<file path="src/rtl/wavetable_rom_arbiter.sv">
`timescale 1ns/1ps
`default_nettype none
// ============================================================================
//  Module   : wavetable_rom_arbiter
//  Brief    : Round-robin arbiter sharing one band-limited wavetable ROM
//             between oscillator voices. Maps the granted voice's note to a
//             band, issues the {band, phase} read and returns the sample
//             tagged with voice id and band after the ROM latency.
//  Revision : 1.0 - initial release
// ============================================================================
module wavetable_rom_arbiter #(
  parameter int NUM_VOICES     = 8,
  parameter int MIDI_NOTES     = 128,
  parameter int NUM_BANDS      = 22,
  parameter int NOTES_PER_BAND = 6,
  parameter int PHASE_BITS     = 10,
  parameter int SAMPLE_BITS    = 16,
  parameter int ROM_LATENCY    = 2,
  localparam int NOTE_W        = $clog2(MIDI_NOTES),
  localparam int BAND_W        = $clog2(NUM_BANDS),
  localparam int VOICE_W       = $clog2(NUM_VOICES)
) (
  input  logic                           clk,
  input  logic                           rst_n,
  input  logic [NUM_VOICES-1:0]          req_valid,
  input  logic [NUM_VOICES*NOTE_W-1:0]   req_note,
  input  logic [NUM_VOICES*PHASE_BITS-1:0] req_phase,
  output logic [NUM_VOICES-1:0]          req_ready,
  output logic                           rom_en,
  output logic [BAND_W+PHASE_BITS-1:0]   rom_addr,
  input  logic [SAMPLE_BITS-1:0]         rom_data,
  output logic                           rsp_valid,
  output logic [VOICE_W-1:0]             rsp_voice,
  output logic [BAND_W-1:0]              rsp_band,
  output logic [SAMPLE_BITS-1:0]         rsp_sample
);

  localparam logic [VOICE_W-1:0] c_last_voice = VOICE_W'(NUM_VOICES - 1);
  localparam logic [NOTE_W-1:0]  c_npb        = NOTE_W'(NOTES_PER_BAND);
  localparam logic [NOTE_W-1:0]  c_nbands     = NOTE_W'(NUM_BANDS);
  localparam logic [NOTE_W-1:0]  c_top_band   = NOTE_W'(NUM_BANDS - 1);

  // Round-robin pointer: first voice examined in the next search
  logic [VOICE_W-1:0]    r_ptr;

  // Arbitration results for the current cycle
  logic [NUM_VOICES-1:0] w_grant;
  logic [VOICE_W-1:0]    w_gnt_id;
  logic                  w_gnt_vld;
  logic [VOICE_W-1:0]    w_idx;

  // Granted voice's request fields and derived band
  logic [NOTE_W-1:0]     w_note;
  logic [NOTE_W-1:0]     w_quot;
  logic [NOTE_W-1:0]     w_band_full;
  logic [BAND_W-1:0]     w_band;
  logic [PHASE_BITS-1:0] w_phase;

  // Read address register; holds between strobes
  logic [BAND_W+PHASE_BITS-1:0] r_rom_addr;

  // Side pipeline: stage 0 lines up with rom_en, stage ROM_LATENCY with
  // the cycle in which rom_data is valid for that read
  logic [ROM_LATENCY:0]              r_pv;
  logic [ROM_LATENCY:0][VOICE_W-1:0] r_pvoice;
  logic [ROM_LATENCY:0][BAND_W-1:0]  r_pband;

  // Response registers
  logic                   r_rsp_valid;
  logic [VOICE_W-1:0]     r_rsp_voice;
  logic [BAND_W-1:0]      r_rsp_band;
  logic [SAMPLE_BITS-1:0] r_rsp_sample;

  // Search requests upward from the pointer with wrap; first hit wins
  always_comb begin
    w_grant   = '0;
    w_gnt_id  = '0;
    w_gnt_vld = 1'b0;
    w_idx     = '0;
    for (int k = 0; k < NUM_VOICES; k++) begin
      w_idx = VOICE_W'((int'(r_ptr) + k) % NUM_VOICES);
      if (!w_gnt_vld && req_valid[w_idx]) begin
        w_gnt_vld       = 1'b1;
        w_gnt_id        = w_idx;
        w_grant[w_idx]  = 1'b1;
      end
    end
  end

  assign req_ready = w_grant;

  // Note-to-band mapping for the granted voice, clamped to the top band
  always_comb begin
    w_note      = req_note[w_gnt_id*NOTE_W +: NOTE_W];
    w_phase     = req_phase[w_gnt_id*PHASE_BITS +: PHASE_BITS];
    w_quot      = w_note / c_npb;
    w_band_full = (w_quot >= c_nbands) ? c_top_band : w_quot;
    w_band      = w_band_full[BAND_W-1:0];
  end

  // Advance the pointer past the granted voice; hold when idle
  always_ff @(posedge clk or negedge rst_n) begin
    if (!rst_n) begin
      r_ptr <= '0;
    end else if (w_gnt_vld) begin
      r_ptr <= (w_gnt_id == c_last_voice) ? '0 : w_gnt_id + VOICE_W'(1);
    end
  end

  // Issue the ROM read and carry its tag through the latency pipeline
  always_ff @(posedge clk or negedge rst_n) begin
    if (!rst_n) begin
      r_rom_addr <= '0;
      r_pv       <= '0;
      r_pvoice   <= '0;
      r_pband    <= '0;
    end else begin
      r_pv[0] <= w_gnt_vld;
      if (w_gnt_vld) begin
        r_rom_addr  <= {w_band, w_phase};
        r_pvoice[0] <= w_gnt_id;
        r_pband[0]  <= w_band;
      end
      for (int j = 1; j <= ROM_LATENCY; j++) begin
        r_pv[j]     <= r_pv[j-1];
        r_pvoice[j] <= r_pvoice[j-1];
        r_pband[j]  <= r_pband[j-1];
      end
    end
  end

  // Capture ROM data alongside its tag; fields hold when no response
  always_ff @(posedge clk or negedge rst_n) begin
    if (!rst_n) begin
      r_rsp_valid  <= 1'b0;
      r_rsp_voice  <= '0;
      r_rsp_band   <= '0;
      r_rsp_sample <= '0;
    end else begin
      r_rsp_valid <= r_pv[ROM_LATENCY];
      if (r_pv[ROM_LATENCY]) begin
        r_rsp_voice  <= r_pvoice[ROM_LATENCY];
        r_rsp_band   <= r_pband[ROM_LATENCY];
        r_rsp_sample <= rom_data;
      end
    end
  end

  assign rom_en     = r_pv[0];
  assign rom_addr   = r_rom_addr;
  assign rsp_valid  = r_rsp_valid;
  assign rsp_voice  = r_rsp_voice;
  assign rsp_band   = r_rsp_band;
  assign rsp_sample = r_rsp_sample;

endmodule
`default_nettype wire

</file>
<file path="config.mk">
export PLATFORM = sky130hd
export DESIGN_NAME = wavetable_rom_arbiter
export DESIGN_NICKNAME = d
export VERILOG_FILES = /design/src/rtl/wavetable_rom_arbiter.sv
export SDC_FILE = /design/constraint.sdc
export NUM_CORES = 1
export LEC_CHECK = 0
export ABC_AREA = 1
export BUFFER_PORTS_ARGS = -buffer_cell sky130_fd_sc_hd__buf_2
export CAP_MARGIN = 30
export CORE_ASPECT_RATIO = 0.7
export CORE_MARGIN = 2
export CORE_UTILIZATION = 44
export DETAILED_ROUTE_END_ITERATION = 16
export PLACE_DENSITY = 0.78
export SKIP_LAST_GASP = 1
export SLEW_MARGIN = 20
export SYNTH_ARGS = -nofsm -noshare
export SYNTH_HDL_FRONTEND = slang
export SYNTH_SLANG_ARGS = --single-unit
</file>
<file path="constraint.sdc">
create_clock -name clk -period 3.7 [get_ports clk]
set_input_delay 0.74 -clock clk [delete_from_list [all_inputs] [get_ports clk]]
set_output_delay 0.74 -clock clk [all_outputs]
set_load 0.05 [all_outputs]
</file>
# Yosys cells after proc, flatten, opt, wreduce, memory -nomap -nowiden
# Cells that the tools add are included.
[word_totals]
register_bits = 70
in_bits = 162
out_inout_bits = 49
wordCells = 131
[classes]
add_sub_neg = 8
mul = 2
div_mod_pow = 1
order_cmp = 17
n_eq_ne = 1
n_shift = 2
mux = 58
bitwise_logic = 7
n_reduce_logical = 22
[ops]
columns = ["op", "count"]
rows = [
  ["80-bit by 8-bit variable part select with 10-bit output", 1],
  ["8-bit 2-to-1 mux", 8],
  ["8-bit OR", 7],
  ["56-bit by 7-bit variable part select with 7-bit output", 1],
  ["3-bit by 4-bit < comparator with 1-bit output (second input constant)", 8],
  ["3-bit 2-to-1 mux", 9],
  ["1-bit binary-select mux with 3-bit select", 8],
  ["1-bit demux with 3-bit select", 8],
  ["3-bit by 1-bit >= comparator with 1-bit output (second input constant)", 8],
  ["1-bit 2-to-1 mux", 24],
  ["1-bit logical AND", 15],
  ["3-bit adder (second input constant)", 4],
  ["3-bit by 3-bit multiplier with 6-bit output (second input constant)", 2],
  ["7-bit by 3-bit divider with 7-bit output (second input constant)", 1],
  ["7-bit by 5-bit >= comparator with 1-bit output (second input constant)", 1],
  ["1-bit zero test", 7],
  ["3-bit by 1-bit adder with 3-bit output (second input constant)", 2],
  ["3-bit by 2-bit adder with 3-bit output (second input constant)", 2],
  ["5-bit 2-to-1 mux", 1],
  ["3-bit equality test (second input constant)", 1],
]

# Logic depth before layout (Yosys ltp)
[depth]
ltp_word = 29
mapped_depth = 37
depth_no_buf = 31

# Least setup slack after synthesis
# Ideal clock, no wire load.
[synth_path]
path_type = "register -> output"
start = "register r_ptr[0]"
end = "output port req_ready[0]"
arrival_time_ns = 3.508
required_time_ns = 2.960
path_slack_ns = -0.548
stages_incl_launch_ff = 17
n_path_buf = 5
cell_sequence = "dfrtp_1 > buf_4 > inv_2 > buf_6 > clkbuf_1 > ha_1 > buf_2 > inv_2 > buf_2 > nand3_1 > nand2_1 > nand2_1 > nand2_1 > nand4_4 > nor2_4 > nand3_4 > o21ai_0"
[synth_via]
elab_chain_cells = 24
word_cells_on_any_way = 99
classes_between = "add/sub: 7; order compare: 16; mux: 47; bitwise: 7; reduce/logical: 22"
[synth_rtl]
columns = ["element", "line", "source"]
rows = [
  ["from (decl)", "44", "logic [VOICE_W-1:0] r_ptr;"],
  ["from (signal assigned)", "106", "r_ptr <= (w_gnt_id == c_last_voice) ? '0 : w_gnt_id + VOICE_W'(1);"],
  ["branches (longest 23 deep; another with 3-bit by 4-bit < comparator with 1-bit output)", "--", ""],
  ["8-bit 2-to-1 mux (*)", "82", "if (!w_gnt_vld && req_valid[w_idx]) begin"],
  ["to (decl)", "28", "output logic [NUM_VOICES-1:0] req_ready,"],
]
# Mark *: on every way between the ends. The select of a mux whose other input is x is not followed.

# Final worst setup path
[layout_path]
start = "register r_ptr[0]"
end = "output port req_ready[2]"
# The elaborated chain is that of the path after synthesis.

==> key figures <==
Global routing
  – Largest net degree at the start of global routing: 38
  – Total gr overflow: 0
  – Global Route Usage Sum: 0.249
  – Global-route wire length before repair: 23800 µm
  – Vias in the first global route: 4815
  – Initial antenna violation count: 0

Clocking
  – H-Tree Depth: 3
  – Clock sink count: 65
  – Clock-pin slew on the worst setup and hold paths: 0.05 ns
  – CTS tree: done
  – Num CTS Buffers: 9
  – Worst-Skew Late Latency: 0.33 ns
  – Bufs on Longest Clock Path: 2
  – Root buffer cell: clkbuf_16
  – Hold Buf Count CTS: 0

Yosys
  – Netlist cell types: 42
  – Syn Nets: 846
  – Syn Area/Cell: 7.13 µm²
  – YS warnings: 0
  – Synth area leader: dfrtp_1
  – Post-synth top area share: 0.337
  – FFs w/ async S/R, synth: 1.00
  – Post-synth EDFFs: 0
  – Area contributors post-synth: dfrtp_1, nand2_1, nand3_1, mux2_2, nor2_1
  – Sequential area share after synthesis: 0.337
  – Post-Synthesis Cells: 677
  – Yosys reg bits: 65
  – Post-synth top cells: nand2_1, nand3_1, dfrtp_1
  – Cell Area, Synth: 0.00482 mm²
  – Post-synth top flop: dfrtp_1
  – Most frequent cell after synthesis: nand2_1

Timing
  – TNS Setup: 0 ns
  – Max-slew violation count: 0
  – Worst Clk Skew: 0.00553 ns
  – Tmin final: 3.68 ns
  – Endpoints failing hold: 0
  – Final period util: 0.996
  – Worst-margin pin slew: 0.858 ns
  – RSZ-0062 raised after global routing: true
  – # setup viols final: 0
  – Max_slew headroom: 0.427
  – FMAX: 0.271 GHz

Routing
  – Post-route ant nets: 0
  – Avg WL per Cell: 14.7 µm
  – Vias/cell: 5.23
  – TritonRoute pass-1 iters: 6
  – DRT Wirelength: 15600 µm
  – DR vias: 5539
  – Residual DRC count: 0
  – 1st-iter DRT viols: 361

Worst setup path
  – Critical-path top delay cell: dfrtp_1
  – Worst EP arrival: 2.94 ns
  – Worst path cell trace: inv_2 -> ha_4 -> or2_1 -> nand2_4 -> inv_4 -> nand2_1 -> nand2_2 -> nand4_4 -> buf_4 -> nor2_4 -> inv_1 -> o211ai_1 -> a221oi_1 -> o21ai_1 -> buf_4
  – Cell depth of the worst setup path: 15
  – Crit-path max FO: 9
  – Req. time, crit path: 2.96 ns
  – Max incr delay on CP: 0.42 ns
  – CP Capture Type: output pin
  – Crit-path most repeated cell: buf_4
  – Crit path max-delay family: buffers and inverters
  – Setup crit start kind: flip-flop
  – CP Class: reg -> out
  – Worst Reg2Reg Path Length in Cells: 26
  – Buf/Inv on CP: 5

Floorplanning
  – Die area: 0.0118 mm²
  – Core area: 0.0105 mm²
  – Die H: 91.6 µm
  – # IOs: 211
  – Starting Density: 0.459
  – Die X: 129 µm
  – Num rows: 31

Job
  – Maxcap violations: 0

Cells and area
  – Nets: 1075
  – Fraction of layout cells with a size suffix above 1: 0.445
  – Ant diodes: 0
  – Final core utilization: 0.665
  – Area Overhead vs Synth: 44.9%

Place
  – Post-DP HPWL: 11500 µm
  – Final GP Congestion: 0.960
  – Number of port buffers: 202

Status
  – Status: completed

Hold path
  – Hold WC Path Type: reg -> reg
  – WHS Path Cells: 0
-- cells by family after synthesis --
kind of cell | after synthesis | synth area share
simple gates | 405 | 0.387
buf+inv | 92 | 0.0843
mux | 24 | 0.0560
compound gates | 82 | 0.112
fa+ha+maj | 7 | 0.0182
flops | 65 | 0.337
xor+xnor | 2 | 0.00519
-- cell type report --
cell class / count / area, µm²
clock inverters: 7 / 77.6
clock buffers: 9 / 225
flip-flops and latches: 65 / 1630
inverters: 51 / 208
well taps: 148 / 185
fillers: 922 / 3520
repair buffers: 259 / 1500
multi-input cells: 520 / 3170
-- worst paths after layout --
kind / from / end / slack [ns]
worst min register to register: r_pband[9] / r_pband[14] / 0.34
worst max-delay path: r_ptr[0] / req_ready[2] / 0.02
max in group asynchronous: rst_n / rom_addr[14] / 2.33
worst min-delay path: r_pband[9] / r_pband[14] / 0.34
worst max register to register: r_ptr[0] / rom_addr[10] / 0.11
min in group asynchronous: rst_n / rsp_sample[1] / 0.49
-- repair_timing --
| item | CTS | global route |
|---|---|---|
| setup endpoints to repair | 10 | 10 |
| pin swaps | 0 | 35 |
| hold endpoints to repair | 0 | 0 |
| buffers inserted | 0 | 18 |
| resized for setup | 14 | 70 |
-- per-stage QoR --
step / hold slack [ns] / cell area, µm² / std cells / setup WS (ns)
2_1_floorplan: 0.331 / 4930 / 677 / 0.000480
3_3_place_gp: 0.332 / 6170 / 1024 / -0.0502
3_5_place_dp: 0.336 / 6170 / 1024 / -0.128
4_1_cts: 0.345 / 6510 / 1040 / 0.000980
5_1_grt: 0.346 / 6990 / 1059 / -0.133
6_report: 0.344 / 6990 / 1059 / 0.0161
-- sequential cells by signal (all words and copies together), names as in the netlist --
name,cells
rsp_band,5
r_pband,10
r_pvoice,9
rsp_valid,1
r_pv,3
rsp_voice,3
rom_addr,15
rsp_sample,16
r_ptr,3
-- per-layer routing --
metal,part of all wire,GRT usage
met1,0.45,0.367
met2,0.45,0.373
met3,0.084,0.0618
met4,0.011,0.0462
met5,0,0
-- placed cells by master, fill, tap and decap left out, types with 2 or more instances in the layout --
cell type   instances
buf_2             194
nand2_1           174
nand3_1           103
dfrtp_1            64
buf_4              56
nor2_1             44
inv_1              33
mux2_2             24
nand2_2            20
nand3_2            18
o21ai_0            15
inv_2              13
nor3_1             12
a31oi_1            11
o21ai_1             9
clkbuf_16           9
nand3_4             8
nand2_4             8
a21oi_1             8
nor2_4              7
buf_6               7
a221oi_1            6
o221ai_1            6
ha_1                5
nand3b_1            4
o22ai_1             4
a221oi_2            4
inv_4               3
inv_6               3
nor2_2              3
o21ai_2             3
o21bai_1            2
clkinvlp_4          2
o2111ai_2           2
o211ai_1            2
o21ai_4             2
ha_4                2
clkinv_4            2
buf_8               2
-- worst register-to-register path, stage by stage, from the launching register on --
cell,delay (ns)
dfrtp_1,0.42
inv_2,0.09
ha_4,0.35
nand3_2,0.12
nand2_1,0.09
nor2_1,0.06
a31oi_4,0.23
inv_2,0.07
nor2_4,0.20
nand3_4,0.15
nand2_2,0.12
nor2_1,0.06
nor2_4,0.26
nand3_2,0.12
nand3_2,0.10
nand2_4,0.07
buf_4,0.14
nand3_1,0.09
nand2_2,0.08
inv_2,0.08
a21oi_2,0.06
nor2_1,0.13
nor2_1,0.07
a21oi_1,0.14
nand2_1,0.07
nand2_1,0.05
nand2_1,0.06
Power is left out: the tool's default activity adds up to more than one toggle a clock period on the data nets, which glitch-free logic cannot reach.
